### config.mk
export PLATFORM = sky130hd
export DESIGN_NAME = uart_tx_mmio
export DESIGN_NICKNAME = d
export VERILOG_FILES = /design/src/rtl/uart_tx_mmio_pkg.sv /design/src/rtl/uart_tx_mmio_sync_fifo.sv /design/src/rtl/uart_tx_mmio.sv
export SDC_FILE = /design/constraint.sdc
export NUM_CORES = 1
export LEC_CHECK = 0
export ABC_CLOCK_PERIOD_IN_PS = 2050
export CAP_MARGIN = 0
export CORE_UTILIZATION = 50
export DETAILED_ROUTE_END_ITERATION = 8
export PLACE_DENSITY = 0.8
export SETUP_SLACK_MARGIN = 0.2
export SLEW_MARGIN = 20
export SYNTH_ARGS = -nofsm -noshare
export SYNTH_HDL_FRONTEND = slang
export SYNTH_SLANG_ARGS = --single-unit
### constraint.sdc
create_clock -name clk -period 2.05 [get_ports clk]
set_input_delay 0.205 -clock clk [delete_from_list [all_inputs] [get_ports clk]]
set_output_delay 0.205 -clock clk [all_outputs]
set_load 0.005 [all_outputs]
### src/rtl/uart_tx_mmio_pkg.sv
// uart_tx_mmio_pkg
//   Shared SOC definitions for the memory-mapped UART transmitter:
//   IO word offsets, STATUS bit positions, transmitter state encoding
//   and a helper that packs the STATUS word.
package uart_tx_mmio_pkg;

  // IO word offsets inside the UART window.
  localparam logic [1:0] IO_DATA   = 2'd0;
  localparam logic [1:0] IO_STATUS = 2'd1;

  // STATUS register bit positions.
  localparam int unsigned ST_BUSY = 0;
  localparam int unsigned ST_FULL = 1;
  localparam int unsigned ST_OVF  = 2;

  // Transmitter state encoding.
  localparam logic [1:0] TX_IDLE  = 2'd0;
  localparam logic [1:0] TX_START = 2'd1;
  localparam logic [1:0] TX_DATA  = 2'd2;
  localparam logic [1:0] TX_STOP  = 2'd3;

  typedef enum logic [1:0] {
    S_IDLE  = TX_IDLE,
    S_START = TX_START,
    S_DATA  = TX_DATA,
    S_STOP  = TX_STOP
  } tx_state_e;

  // Builds the 32-bit STATUS word from its three flags.
  function automatic logic [31:0] pack_status(input logic ovf, input logic full,
                                              input logic busy);
    logic [31:0] s;
    s          = 32'd0;
    s[ST_BUSY] = busy;
    s[ST_FULL] = full;
    s[ST_OVF]  = ovf;
    return s;
  endfunction

endpackage

### src/rtl/uart_tx_mmio_sync_fifo.sv
// sync_fifo
//   Small synchronous FIFO with one extra pointer bit to tell full from
//   empty. dout is combinational from the head entry so a consumer can
//   load it in the same cycle it pops. Pushes while full and pops while
//   empty are ignored; full/empty reflect pre-edge state.
// Ports:
//   clk, resetn : clock, synchronous active-low reset (empties the FIFO)
//   push, din   : write request and data
//   pop         : read request (advances head)
//   dout        : head entry
//   full, empty : occupancy flags
module sync_fifo #(
  parameter int WIDTH = 8,
  parameter int DEPTH = 4
) (
  input  logic             clk,
  input  logic             resetn,
  input  logic             push,
  input  logic [WIDTH-1:0] din,
  input  logic             pop,
  output logic [WIDTH-1:0] dout,
  output logic             full,
  output logic             empty
);

  localparam int AW = $clog2(DEPTH);
  localparam int PW = AW + 1;
  localparam logic [PW-1:0] PTR_ONE = PW'(1);

  logic [WIDTH-1:0] mem_r [DEPTH];
  logic [PW-1:0]    wr_ptr_r;
  logic [PW-1:0]    rd_ptr_r;
  logic             do_push_s;
  logic             do_pop_s;

  // Same slot, opposite lap => full; identical pointers => empty.
  assign full      = (wr_ptr_r[AW] != rd_ptr_r[AW]) &&
                     (wr_ptr_r[AW-1:0] == rd_ptr_r[AW-1:0]);
  assign empty     = (wr_ptr_r == rd_ptr_r);
  assign do_push_s = push && !full;
  assign do_pop_s  = pop && !empty;
  assign dout      = mem_r[rd_ptr_r[AW-1:0]];

  // Pointer update with natural wrap of the extra lap bit.
  always_ff @(posedge clk) begin
    if (!resetn) begin
      wr_ptr_r <= '0;
      rd_ptr_r <= '0;
    end else begin
      if (do_push_s) begin
        wr_ptr_r <= wr_ptr_r + PTR_ONE;
      end
      if (do_pop_s) begin
        rd_ptr_r <= rd_ptr_r + PTR_ONE;
      end
    end
  end

  // Storage array; contents need no reset since pointers gate visibility.
  always_ff @(posedge clk) begin
    if (do_push_s) begin
      mem_r[wr_ptr_r[AW-1:0]] <= din;
    end
  end

endmodule

### src/rtl/uart_tx_mmio.sv
// uart_tx_mmio
//   Memory-mapped 8N1 UART transmitter. Stores to DATA queue a byte in a
//   small FIFO; the serialiser drains it onto TXD. STATUS reads return
//   {29'b0, ovf, full, busy} one cycle after the read strobe.
// Parameters:
//   CLKS_PER_BIT : clk cycles per UART bit (>= 2)
//   DEPTH        : FIFO entries (power of two, >= 2)
// Ports:
//   clk, resetn  : clock, synchronous active-low reset
//   io_sel       : address decode select
//   io_addr      : word offset (0 DATA, 1 STATUS, 2/3 reserved)
//   io_wdata     : store data
//   io_wstrb     : write strobe (qualified by io_sel)
//   io_rstrb     : read strobe (qualified by io_sel)
//   io_rdata     : registered read data, held between reads
//   TXD          : serial output, idle high
module uart_tx_mmio
  import uart_tx_mmio_pkg::*;
#(
  parameter int CLKS_PER_BIT = 104,
  parameter int DEPTH        = 4
) (
  input  logic        clk,
  input  logic        resetn,
  input  logic        io_sel,
  input  logic [1:0]  io_addr,
  input  logic [31:0] io_wdata,
  input  logic        io_wstrb,
  input  logic        io_rstrb,
  output logic [31:0] io_rdata,
  output logic        TXD
);

  localparam int BW = $clog2(CLKS_PER_BIT);
  localparam logic [BW-1:0] BAUD_LAST = BW'(CLKS_PER_BIT - 1);
  localparam logic [BW-1:0] BAUD_ONE  = BW'(1);

  tx_state_e   state_r;
  logic [BW-1:0] baud_r;
  logic [2:0]  bit_cnt_r;
  logic [7:0]  sh_r;
  logic        txd_r;
  logic        ovf_r;
  logic [31:0] rdata_r;

  logic        fifo_full_s;
  logic        fifo_empty_s;
  logic [7:0]  fifo_dout_s;
  logic        pop_s;
  logic        wr_data_s;
  logic        wr_status_s;
  logic        rd_s;
  logic        busy_s;
  logic        baud_last_s;
  logic [31:0] status_s;
  logic        unused_wdata_s;

  assign wr_data_s      = io_sel && io_wstrb && (io_addr == IO_DATA);
  assign wr_status_s    = io_sel && io_wstrb && (io_addr == IO_STATUS);
  assign rd_s           = io_sel && io_rstrb;
  assign busy_s         = !fifo_empty_s || (state_r != S_IDLE);
  assign baud_last_s    = (baud_r == BAUD_LAST);
  assign status_s       = pack_status(ovf_r, fifo_full_s, busy_s);
  assign unused_wdata_s = ^io_wdata[31:8];

  assign io_rdata = rdata_r;
  assign TXD      = txd_r;

  // The serialiser takes the head byte whenever it is idle and data waits.
  always_comb begin
    pop_s = 1'b0;
    if ((state_r == S_IDLE) && !fifo_empty_s) begin
      pop_s = 1'b1;
    end else begin
      pop_s = 1'b0;
    end
  end

  sync_fifo #(
    .WIDTH (8),
    .DEPTH (DEPTH)
  ) u_fifo (
    .clk    (clk),
    .resetn (resetn),
    .push   (wr_data_s),
    .din    (io_wdata[7:0]),
    .pop    (pop_s),
    .dout   (fifo_dout_s),
    .full   (fifo_full_s),
    .empty  (fifo_empty_s)
  );

  // Transmitter FSM with baud counter; TXD is registered and set on entry
  // to each bit so the line changes exactly on state/bit boundaries.
  always_ff @(posedge clk) begin
    if (!resetn) begin
      state_r   <= S_IDLE;
      baud_r    <= '0;
      bit_cnt_r <= 3'd0;
      sh_r      <= 8'd0;
      txd_r     <= 1'b1;
    end else begin
      case (state_r)
        S_IDLE: begin
          baud_r <= '0;
          if (!fifo_empty_s) begin
            sh_r      <= fifo_dout_s;
            bit_cnt_r <= 3'd0;
            txd_r     <= 1'b0;
            state_r   <= S_START;
          end else begin
            txd_r <= 1'b1;
          end
        end
        S_START: begin
          if (baud_last_s) begin
            baud_r  <= '0;
            txd_r   <= sh_r[0];
            state_r <= S_DATA;
          end else begin
            baud_r <= baud_r + BAUD_ONE;
          end
        end
        S_DATA: begin
          if (baud_last_s) begin
            baud_r <= '0;
            if (bit_cnt_r == 3'd7) begin
              txd_r   <= 1'b1;
              state_r <= S_STOP;
            end else begin
              // sh_r[1] is the bit that becomes sh_r[0] after this shift.
              sh_r      <= {1'b0, sh_r[7:1]};
              txd_r     <= sh_r[1];
              bit_cnt_r <= bit_cnt_r + 3'd1;
            end
          end else begin
            baud_r <= baud_r + BAUD_ONE;
          end
        end
        S_STOP: begin
          if (baud_last_s) begin
            baud_r  <= '0;
            txd_r   <= 1'b1;
            state_r <= S_IDLE;
          end else begin
            baud_r <= baud_r + BAUD_ONE;
          end
        end
        default: begin
          baud_r  <= '0;
          txd_r   <= 1'b1;
          state_r <= S_IDLE;
        end
      endcase
    end
  end

  // Sticky overflow flag: set by a DATA store that finds the FIFO full,
  // cleared by writing 1 to its STATUS bit.
  always_ff @(posedge clk) begin
    if (!resetn) begin
      ovf_r <= 1'b0;
    end else if (wr_data_s && fifo_full_s) begin
      ovf_r <= 1'b1;
    end else if (wr_status_s && io_wdata[ST_OVF]) begin
      ovf_r <= 1'b0;
    end else begin
      ovf_r <= ovf_r;
    end
  end

  // Registered read port; STATUS is sampled pre-edge, everything else reads 0.
  always_ff @(posedge clk) begin
    if (!resetn) begin
      rdata_r <= 32'd0;
    end else if (rd_s) begin
      case (io_addr)
        IO_STATUS: rdata_r <= status_s;
        default:   rdata_r <= 32'd0;
      endcase
    end else begin
      rdata_r <= rdata_r;
    end
  end

endmodule
Word level (Yosys, flattened, before mapping)

Memories as Yosys holds them, arrays and structs flattened. A register that Yosys moved wholly into a read port is not among the register bits.
Index checks and enable logic that the tools add are counted.

Input port bits: 39
Word-level logic and storage cells: 81
Register bits: 60
RAM bits: 32
Memories kept: 1

Muxes and demuxes: 30
Add/sub/neg operators: 4
Reductions and logical operators: 22
Eq/ne operators: 15

Memory list:

| memory       | words | bits a word | rd ports | clocked after Yosys merged registers in | wr ports | line                         | RTL |
|---|---|---|---|---|---|---|---|
| u_fifo.mem_r | 4     | 8           | 1        | 1                                       | 1        | uart_tx_mmio_sync_fifo.sv:30 | `logic [WIDTH-1:0] mem_r [DEPTH];` |

Operator list:

| operator              | count |
|---|---|
| $mux W8               | 3 |
| $pmux W8 S2           | 1 |
| $mux W2               | 7 |
| $pmux W7 S2           | 1 |
| $mux W3               | 4 |
| $ne A2 B2 Y1 const B  | 6 |
| $logic_and A1 B1 Y1   | 10 |
| $mux W1               | 10 |
| $add A3 B1 Y3 const B | 3 |
| $pmux W2 S4           | 1 |
| $add A7 B1 Y7 const B | 1 |
| $eq A7 B7 Y1 const B  | 1 |
| $mux W7               | 1 |
| $pmux W3 S2           | 1 |
| $reduce_bool A2 Y1    | 3 |
| $reduce_and A5 Y1     | 1 |
| $eq A2 B1 Y1 const B  | 2 |
| $eq A2 B2 Y1 const B  | 2 |
| $logic_not A2 Y1      | 2 |
| $pmux W1 S4           | 1 |
| $reduce_and A4 Y1     | 1 |
| $eq A3 B3 Y1          | 1 |
| $eq A3 B3 Y1 const B  | 1 |
| $reduce_and A3 Y1     | 1 |
| 5 further kinds       | 6 |

Logic depth before layout (Yosys ltp)

Gate-level depths: netlist of run 1.

Depth after elaboration: 7
Depth in mapped cells: 8
Gate-level depth less buffers: 6

By module

Synthesis of run 1 repeated with hierarchy kept, for this count alone.

Cell total of the unflattened synthesis: 291
Area, all modules: 3213.1 µm²

By module, submodules not included:

| module       | seq. area each (µm²) | cells an instance | area each (µm²) | instances |
|---|---|---|---|---|
| sync_fifo    | 1121.1               | 110               | 1724.2          | 1 |
| uart_tx_mmio | 500.5                | 181               | 1488.9          | 1 |

Worst setup path before layout of run 1

No wires, ideal clock.

Path kind: reg2reg
Start point: register state_r[0]
End point: register sh_r[7]
Setup slack: 0.374 ns
Arrival time: 1.605 ns
Cell stages (with the launch flop): 9
Clock period less this slack: 1.676 ns
Setup time: 0.071 ns
Required time: 1.979 ns
Path buffers: 2
Cell sequence: dfxtp_1 > inv_1 > ha_1 > buf_2 > and4b_1 > a21oi_1 > clkbuf_1 > o21ai_0 > a21oi_1

Longest elaborated chain between the ends: 3
Elaborated cells between the ends (all ways): 8

RTL lines:

| what                                                         | line                | RTL |
|---|---|---|
| start, declared                                              | uart_tx_mmio.sv:38  | `tx_state_e state_r;` |
| start signal, assigned                                       | uart_tx_mmio.sv:97  | `state_r <= S_IDLE;` |
| start signal, assigned                                       | uart_tx_mmio.sv:110 | `state_r <= S_START;` |
| start signal, assigned                                       | uart_tx_mmio.sv:119 | `state_r <= S_DATA;` |
| $eq A2 B2 Y1 or $logic_not A2 Y1 (tied branches)             | uart_tx_mmio.sv:103 | `case (state_r)` |
| $ne A2 B2 Y1 (no line) or $reduce_bool A2 Y1 (tied branches) | -                   |  |
| $reduce_and A4 Y1 (no line)                                  | -                   |  |
| end signal, assigned                                         | uart_tx_mmio.sv:107 | `sh_r <= fifo_dout_s;` |
| end signal, assigned                                         | uart_tx_mmio.sv:132 | `sh_r <= {1'b0, sh_r[7:1]};` |
| end, declared                                                | uart_tx_mmio.sv:41  | `logic [7:0] sh_r;` |

Parallel ways exist; a longest one is shown, timed or not.
A chain may end at the register's enable or synchronous reset.

Worst setup path after layout of run 1

Ends and elaborated chain as after synthesis.

==> results.sh, run 1 <==
export IMPL_grt_util_all_layers_pct=18.0
export IMPL_cp_top_family="compound AO/OA/AOI/OAI gates"
export IMPL_p_sw_w=0.00110
export IMPL_power_density_mw_per_mm2=985
export IMPL_place_ws_ns=-0.0235
export IMPL_hold_start="baud_r[0]$_SDFF_PP0_"
export IMPL_min_path_cells=1
export IMPL_timing_rr_start="state_r[0]$_SDFFE_PN0P_"
export IMPL_drtAntennaViolNets=0
export IMPL_grt_overflow=0
export IMPL_p_leak_nw=1.25
export IMPL_synth_seq_cells=65
export IMPL_dieArea_mm2=0.00650
export IMPL_final_area_mm2=0.00346
export IMPL_place_port_buffers=18
export IMPL_cts_setup_buffers=0
export IMPL_ys_warn_count=0
export IMPL_die_h_um=80.6
export IMPL_n_fill_cell=484
export IMPL_path_depth=7
export IMPL_worstPathArrival_ns=1.99
export IMPL_start_util_pct=51.9
export IMPL_syn_avg_cell_area_um2=12.0
export IMPL_final_nets=336
export IMPL_final_setup_worst_slack_ns=0.276
export IMPL_crit_type="flop to flop"
export IMPL_worst_path_buf_inv=2
export IMPL_drc=0
export IMPL_hp_class="flop to flop"
export IMPL_cts_hold_buf=0
export IMPL_p_int_w=0.00232
export IMPL_fin_skew_ns=0.00391
export IMPL_seqPwrFrac_pct=44.8
export IMPL_finalSetupTns_ns=0
export IMPL_syn_inst=257
export IMPL_setup_viol=0
export IMPL_fmax_mhz=564
export IMPL_slowest_stage="dfxtp_1"
export IMPL_post_route_util_pct=58.2
export IMPL_slowest_delay_ns=0.39
export IMPL_ys_async_sr_fraction_pct=0
export IMPL_htreeDepth=3
export IMPL_wl_per_cell_um=14.6
export IMPL_gp_congestion=0.759
export IMPL_syn_area_mm2=0.00309
export IMPL_synth_seq_area_share_pct=52.4
export IMPL_start_kind="flop"
export IMPL_worst_ir_drop_vdd_mv=0.547
export IMPL_clockRootBuffer="clkbuf_8"
export IMPL_dr_total_vias=1978
export IMPL_rr_worst_depth=7
export IMPL_critPathMaxFanout=17
export IMPL_antenna_found_initial=0
export IMPL_crit_chain="inv_1 > ha_1 > buf_4 > nor2b_1 > a21oi_4 > o21ai_0 > a21oi_1"
export IMPL_die_w_um=80.6
export IMPL_worstPathRequired_ns=2.27
export IMPL_synth_cell_types=45
export IMPL_num_rows=28
export IMPL_report_final_slew_viol_count=0
export IMPL_combinationalPowerShare_pct=28.9
export IMPL_status="finished, final reports clean"
export IMPL_dp_hpwl_um=3680
export IMPL_switching_share_pct=32.1
export IMPL_area_growth_syn_to_layout_pct=12.1
export IMPL_grt_pass1_vias=1855
export IMPL_postRouteWirelength_um=5300
export IMPL_drive_gt1_share_pct=18.7
export IMPL_yosys_area_top_type="edfxtp_1"
export IMPL_synthTopCellsByArea="edfxtp_1, dfxtp_1, buf_4, mux4_2, ha_1"
export IMPL_cts_tree="yes"
export IMPL_tightest_slew_ns=0.539
export IMPL_synthFlopType="dfxtp_1"
export IMPL_placed_area_mm2=0.00327
export IMPL_rr_endpoint="sh_r[7]$_SDFFE_PN0P_"
export IMPL_synth_edff_count=32
export IMPL_core_area_mm2=0.00596
export IMPL_clkPwrFrac_pct=26.2
export IMPL_clock_latency_ns=0.33
export IMPL_cts_buffer_depth=2
export IMPL_viasPerCell=5.43
export IMPL_io_pins=72
export IMPL_end_kind="flop"
export IMPL_grt_pass1_wl_um=8620
export IMPL_cts_buffers=9
export IMPL_grt_max_degree=18
export IMPL_slew_headroom_pct=63.7
export IMPL_rsz0062_at_grt="true"
export IMPL_hold_violations=0
export IMPL_drt_first_iter_violations=128
export IMPL_layout_min_cycle_time_ns=1.77
export IMPL_dr_pass1_iters=4
export IMPL_min_to="baud_r[0]$_SDFF_PP0_"
export IMPL_post_route_period_util_pct=86.5
export IMPL_synth_top_area_share_pct=31.1
export IMPL_clock_sinks=65
export IMPL_clkSlewWorstSetupHoldPaths_ns=0.07
export IMPL_r2r_slack_ns=0.28
export IMPL_drv_cap=0
export IMPL_total_power_w=0.00341
export IMPL_diodes=0
cell usage in the layout, fill, tap and decap left out, types with 7 or more instances in the layout:
| cell type | instances |
|---|---|
| a21oi_1 | 15 |
| buf_4 | 9 |
| clkbuf_8 | 9 |
| clkdlybuf4s50_1 | 18 |
| conb_1 | 29 |
| dfxtp_1 | 33 |
| edfxtp_1 | 32 |
| ha_1 | 13 |
| inv_1 | 7 |
| mux2_2 | 7 |
| mux4_2 | 8 |
| nand2_1 | 7 |
| nor2_1 | 14 |
| nor3_1 | 17 |
| o21ai_0 | 9 |
| xor2_1 | 7 |
metal layers:
layer	vias to the layer above	share of wire (%)	track usage (%)
li1	944	-	-
met1	974	45	22.0
met2	54	52	30.5
met3	6	3.1	4.20
met4	0	0.85	7.32
met5	-	0	0
cells by family after synthesis:
family | count (synthesis) | share of synthesized area, %
simple gates | 63 | 11.2
other cells | 1 | 0.121
fa+ha+maj | 13 | 5.26
compound gates | 39 | 8.62
mux | 18 | 9.35
flops | 65 | 52.4
xor+xnor | 12 | 3.40
buf+inv | 46 | 9.59
registers in the layout, summed over array words and instances, names as in the netlist, named ones only:
register,cells
u_fifo.rd_ptr_r,3
TXD,1
bit_cnt_r,3
baud_r,7
state_r,2
io_rdata,3
ovf_r,1
sh_r,8
u_fifo.mem_r,32
u_fifo.wr_ptr_r,3
metrics by stage:
step                hold slack (ns)  cells
global route                  0.488    364
finish                        0.467    364
detailed placement            0.452    348
CTS                           0.467    364
floorplan                     0.304    285
global placement              0.442    348
worst max-delay path by stage:
stage,end,startpoint
6_report,sh_r[7]$_SDFFE_PN0P_,state_r[0]$_SDFFE_PN0P_
5_1_grt,sh_r[4]$_SDFFE_PN0P_,state_r[0]$_SDFFE_PN0P_
4_1_cts,sh_r[7]$_SDFFE_PN0P_,bit_cnt_r[0]$_SDFFE_PN0P_
3_5_place_dp,sh_r[7]$_SDFFE_PN0P_,bit_cnt_r[0]$_SDFFE_PN0P_
3_3_place_gp,sh_r[7]$_SDFFE_PN0P_,bit_cnt_r[0]$_SDFFE_PN0P_
2_1_floorplan,sh_r[7]$_SDFFE_PN0P_,state_r[0]$_SDFFE_PN0P_
synth_stat cells, types with 4 or more instances:
cell and number:
o21ai_0 9, buf_4 30, xnor2_1 5, xor2_1 7
edfxtp_1 32, nor3_1 18, inv_1 7, a21oi_1 16
nand4_1 4, nand2_1 7, dfxtp_1 33, mux4_2 8
and2_2 4, nor2_1 14, ha_1 13, clkbuf_1 4
mux2_2 7
worst register-to-register path: stages (launching register included):
cell and delay, ns:
dfxtp_1 0.39, inv_1 0.10, ha_1 0.22, buf_4 0.20
nor2b_1 0.30, a21oi_4 0.13, o21ai_0 0.22, a21oi_1 0.10
layout make-up:
type / count / area (µm²) / share of cell area [%]
Clock buffer: 10 / 128 / 3.68
Tap cell: 75 / 93.8 / 2.71
Inverter: 7 / 26.3 / 0.758
Clock inverter: 6 / 35.0 / 1.01
Multi-Input combinational cell: 174 / 1310 / 37.9
Sequential cell: 65 / 1620 / 46.8
Timing Repair Buffer: 27 / 248 / 7.15
power by group through the flow:
stage | Combinational, W | Sequential [W] | Clock (W)
after floorplan | 0.000753 | 0.00154 | 0
after global placement | 0.000896 | 0.00155 | 0
after detailed placement | 0.000923 | 0.00156 | 0
after CTS | 0.000934 | 0.00153 | 0.000915
after global routing | 0.00107 | 0.00154 | 0.000978
final | 0.000987 | 0.00153 | 0.000896
what timing repair did:
item,CTS,global route
gates cloned,0,0
endpoints found under the setup margin,11,12
gates resized for setup,1,5
pin swaps,0,0
endpoints found under the hold margin,0,0
Note: power is estimated with default switching activity, not from simulation.
==> inputs of run 2 (changes only) <==
--- a/config.mk
+++ b/config.mk
@@ -5,11 +5,11 @@
 export SDC_FILE = /design/constraint.sdc
 export NUM_CORES = 1
 export LEC_CHECK = 0
-export ABC_CLOCK_PERIOD_IN_PS = 2050
+export ABC_CLOCK_PERIOD_IN_PS = 2200
 export CAP_MARGIN = 0
-export CORE_UTILIZATION = 50
+export CORE_UTILIZATION = 54
 export DETAILED_ROUTE_END_ITERATION = 8
-export PLACE_DENSITY = 0.8
+export PLACE_DENSITY = 0.85
 export SETUP_SLACK_MARGIN = 0.2
 export SLEW_MARGIN = 20
 export SYNTH_ARGS = -nofsm -noshare
==> constraint.sdc (replaced) <==
create_clock -name clk -period 2.2 [get_ports clk]
set_input_delay 0.22 -clock clk [delete_from_list [all_inputs] [get_ports clk]]
set_output_delay 0.22 -clock clk [all_outputs]
set_load 0.005 [all_outputs]
==> run 2 against run 1 <==
Critical endpoint is now sh_r[3]$_SDFFE_PN0P_. Sequential power down 7%. Die area down 7.2%. Clock-buffer cell count unchanged. Sequential cell count unchanged. Core utilization up 4.6 points. Register-to-register slack better by 0.11 ns. Global-route usage up 1.5 points. Critical path depth down 1. Final area down 0.22%. Clock power up 23%. The run now ends with design-rule violations left. Non-clock buffer count down 4. Routed wire length about the same.
==> results.sh, run 2 (synthesis results as in run 1) <==
export IMPL_fin_skew_ns=0.00598
export IMPL_crit_chain="ha_1 > ha_1 > and4b_1 > a21oi_2 > nor3_1 > nor3_1"
export IMPL_place_ws_ns=0.126
export IMPL_hold_violations=0
export IMPL_critPathMaxFanout=11
export IMPL_cts_hold_buf=0
export IMPL_rr_endpoint="sh_r[3]$_SDFFE_PN0P_"
export IMPL_final_setup_worst_slack_ns=0.382
export IMPL_clock_sinks=65
export IMPL_io_pins=72
export IMPL_grt_overflow=0
export IMPL_worst_ir_drop_vdd_mv=0.723
export IMPL_slowest_delay_ns=0.43
export IMPL_grt_pass1_vias=1867
export IMPL_post_route_util_pct=62.8
export IMPL_crit_type="flop to flop"
export IMPL_wl_per_cell_um=14.8
export IMPL_total_power_w=0.00341
export IMPL_clock_latency_ns=0.34
export IMPL_core_area_mm2=0.00551
export IMPL_place_port_buffers=18
export IMPL_dp_cells=341
export IMPL_grt_util_all_layers_pct=19.5
export IMPL_drt_first_iter_violations=130
export IMPL_drv_cap=0
export IMPL_diodes=0
export IMPL_final_nets=332
export IMPL_violations="design-rule violations"
export IMPL_start_util_pct=56.1
export IMPL_area_growth_syn_to_layout_pct=11.8
export IMPL_die_h_um=77.7
export IMPL_final_cell_mix="dfxtp_1, edfxtp_1, conb_1, nor3_1, clkdlybuf4s50_1"
export IMPL_cts_resized=1
export IMPL_layout_min_cycle_time_ns=1.82
export IMPL_rsz0062_at_grt="false"
export IMPL_drive_gt1_share_pct=16.5
export IMPL_startpoint="bit_cnt_r[0]$_SDFFE_PN0P_"
export IMPL_grt_pass1_wl_um=8650
export IMPL_postRouteWirelength_um=5300
export IMPL_fmax_mhz=550
export IMPL_num_rows=27
export IMPL_dr_pass1_iters=6
export IMPL_gp_congestion=0.789
export IMPL_dr_total_vias=1937
export IMPL_worstSetupEndpoint="sh_r[3]$_SDFFE_PN0P_"
export IMPL_drc=2
export IMPL_drtAntennaViolNets=0
export IMPL_viasPerCell=5.43
export IMPL_largest_register_ffs=32
export IMPL_clockRootBuffer="clkbuf_8"
export IMPL_p_leak_nw=1.26
export IMPL_start_kind="flop"
export IMPL_rr_worst_depth=6
export IMPL_end_kind="flop"
export IMPL_final_common_cell="dfxtp_1"
export IMPL_grt_max_degree=23
export IMPL_report_final_slew_viol_count=0
export IMPL_timing_rr_start="bit_cnt_r[0]$_SDFFE_PN0P_"
export IMPL_slew_headroom_pct=60.4
export IMPL_tightest_slew_ns=0.586
export IMPL_slowest_stage="a21oi_2"
export IMPL_worstPathRequired_ns=2.46
export IMPL_cts_setup_buffers=0
export IMPL_cts_tree="yes"
export IMPL_power_density_mw_per_mm2=988
export IMPL_status="complete, but fails checks"
export IMPL_dieArea_mm2=0.00603
export IMPL_cts_buffers=9
export IMPL_r2r_slack_ns=0.38
export IMPL_die_w_um=77.7
export IMPL_htreeDepth=3
export IMPL_post_route_period_util_pct=82.6
export IMPL_finalSetupTns_ns=0
export IMPL_instances_no_fill=357
export IMPL_worstPathArrival_ns=2.08
export IMPL_hp_class="flop to flop"
export IMPL_setup_viol=0
export IMPL_antenna_found_initial=0
export IMPL_clkSlewWorstSetupHoldPaths_ns=0.07
export IMPL_cts_buffer_depth=2
export IMPL_hold_start="baud_r[0]$_SDFF_PP0_"
export IMPL_dp_hpwl_um=3650
[run 2: cell types whose count changed in the layout (fill, tap and decap cells not counted), sizes merged]
cell      before  now
bufinv         0    2
clkinvlp       2    1
buf            9    5
clkinv         4    3
[run 2: layer usage]
metal	up-vias	share of wire (%)	wire length (µm)	global-route usage [%]
met3	11	5.6	296	6.24
met4	0	2.2	114	11.3
li1	935	-	-	-
met2	76	50	2630	31.3
met1	915	43	2260	23.0
met5	-	0	0	0
[run 2: cell type report]
| cell class | count | area (µm²) |
|---|---|---|
| Sequential cell | 65 | 1620 |
| Inverter | 7 | 26.3 |
| Timing Repair Buffer | 23 | 218 |
| Tap cell | 72 | 90.1 |
| Clock buffer | 10 | 138 |
| Multi-Input combinational cell | 174 | 1280 |
| Clock inverter | 6 | 81.3 |
| Fill cell | 416 | 2050 |
[run 2: power breakdown]
group	total (W)	internal [W]	leakage (nW)	switching, W
Clock	0.00110	0.000660	0.110	0.000443
Combinational	0.000883	0.000369	0.592	0.000514
Sequential	0.00143	0.00136	0.557	0.0000670
[run 2: how the worst min path moves through the flow]
stage	endpoint	slack, ns	depth (start not counted)
2_1_floorplan	u_fifo.mem_r[0][0]$_DFFE_PP_	0.32	0
3_3_place_gp	baud_r[0]$_SDFF_PP0_	0.45	1
3_5_place_dp	baud_r[0]$_SDFF_PP0_	0.45	1
4_1_cts	baud_r[0]$_SDFF_PP0_	0.46	1
5_1_grt	baud_r[0]$_SDFF_PP0_	0.52	1
6_report	baud_r[0]$_SDFF_PP0_	0.47	1
[run 2: per-stage QoR]
stage	instance area (µm²)	hold WS (ns)
2_1_floorplan	3200	0.319
3_3_place_gp	3230	0.445
3_5_place_dp	3230	0.448
4_1_cts	3460	0.465
5_1_grt	3460	0.517
6_report	3460	0.466
[run 2: worst max-delay path, delay by kind of cell (launching register included)]
family          cells  cell delay, ns
simple gates        3            0.57
fa+ha+maj           2            0.38
compound gates      1            0.43
flops               1            0.35
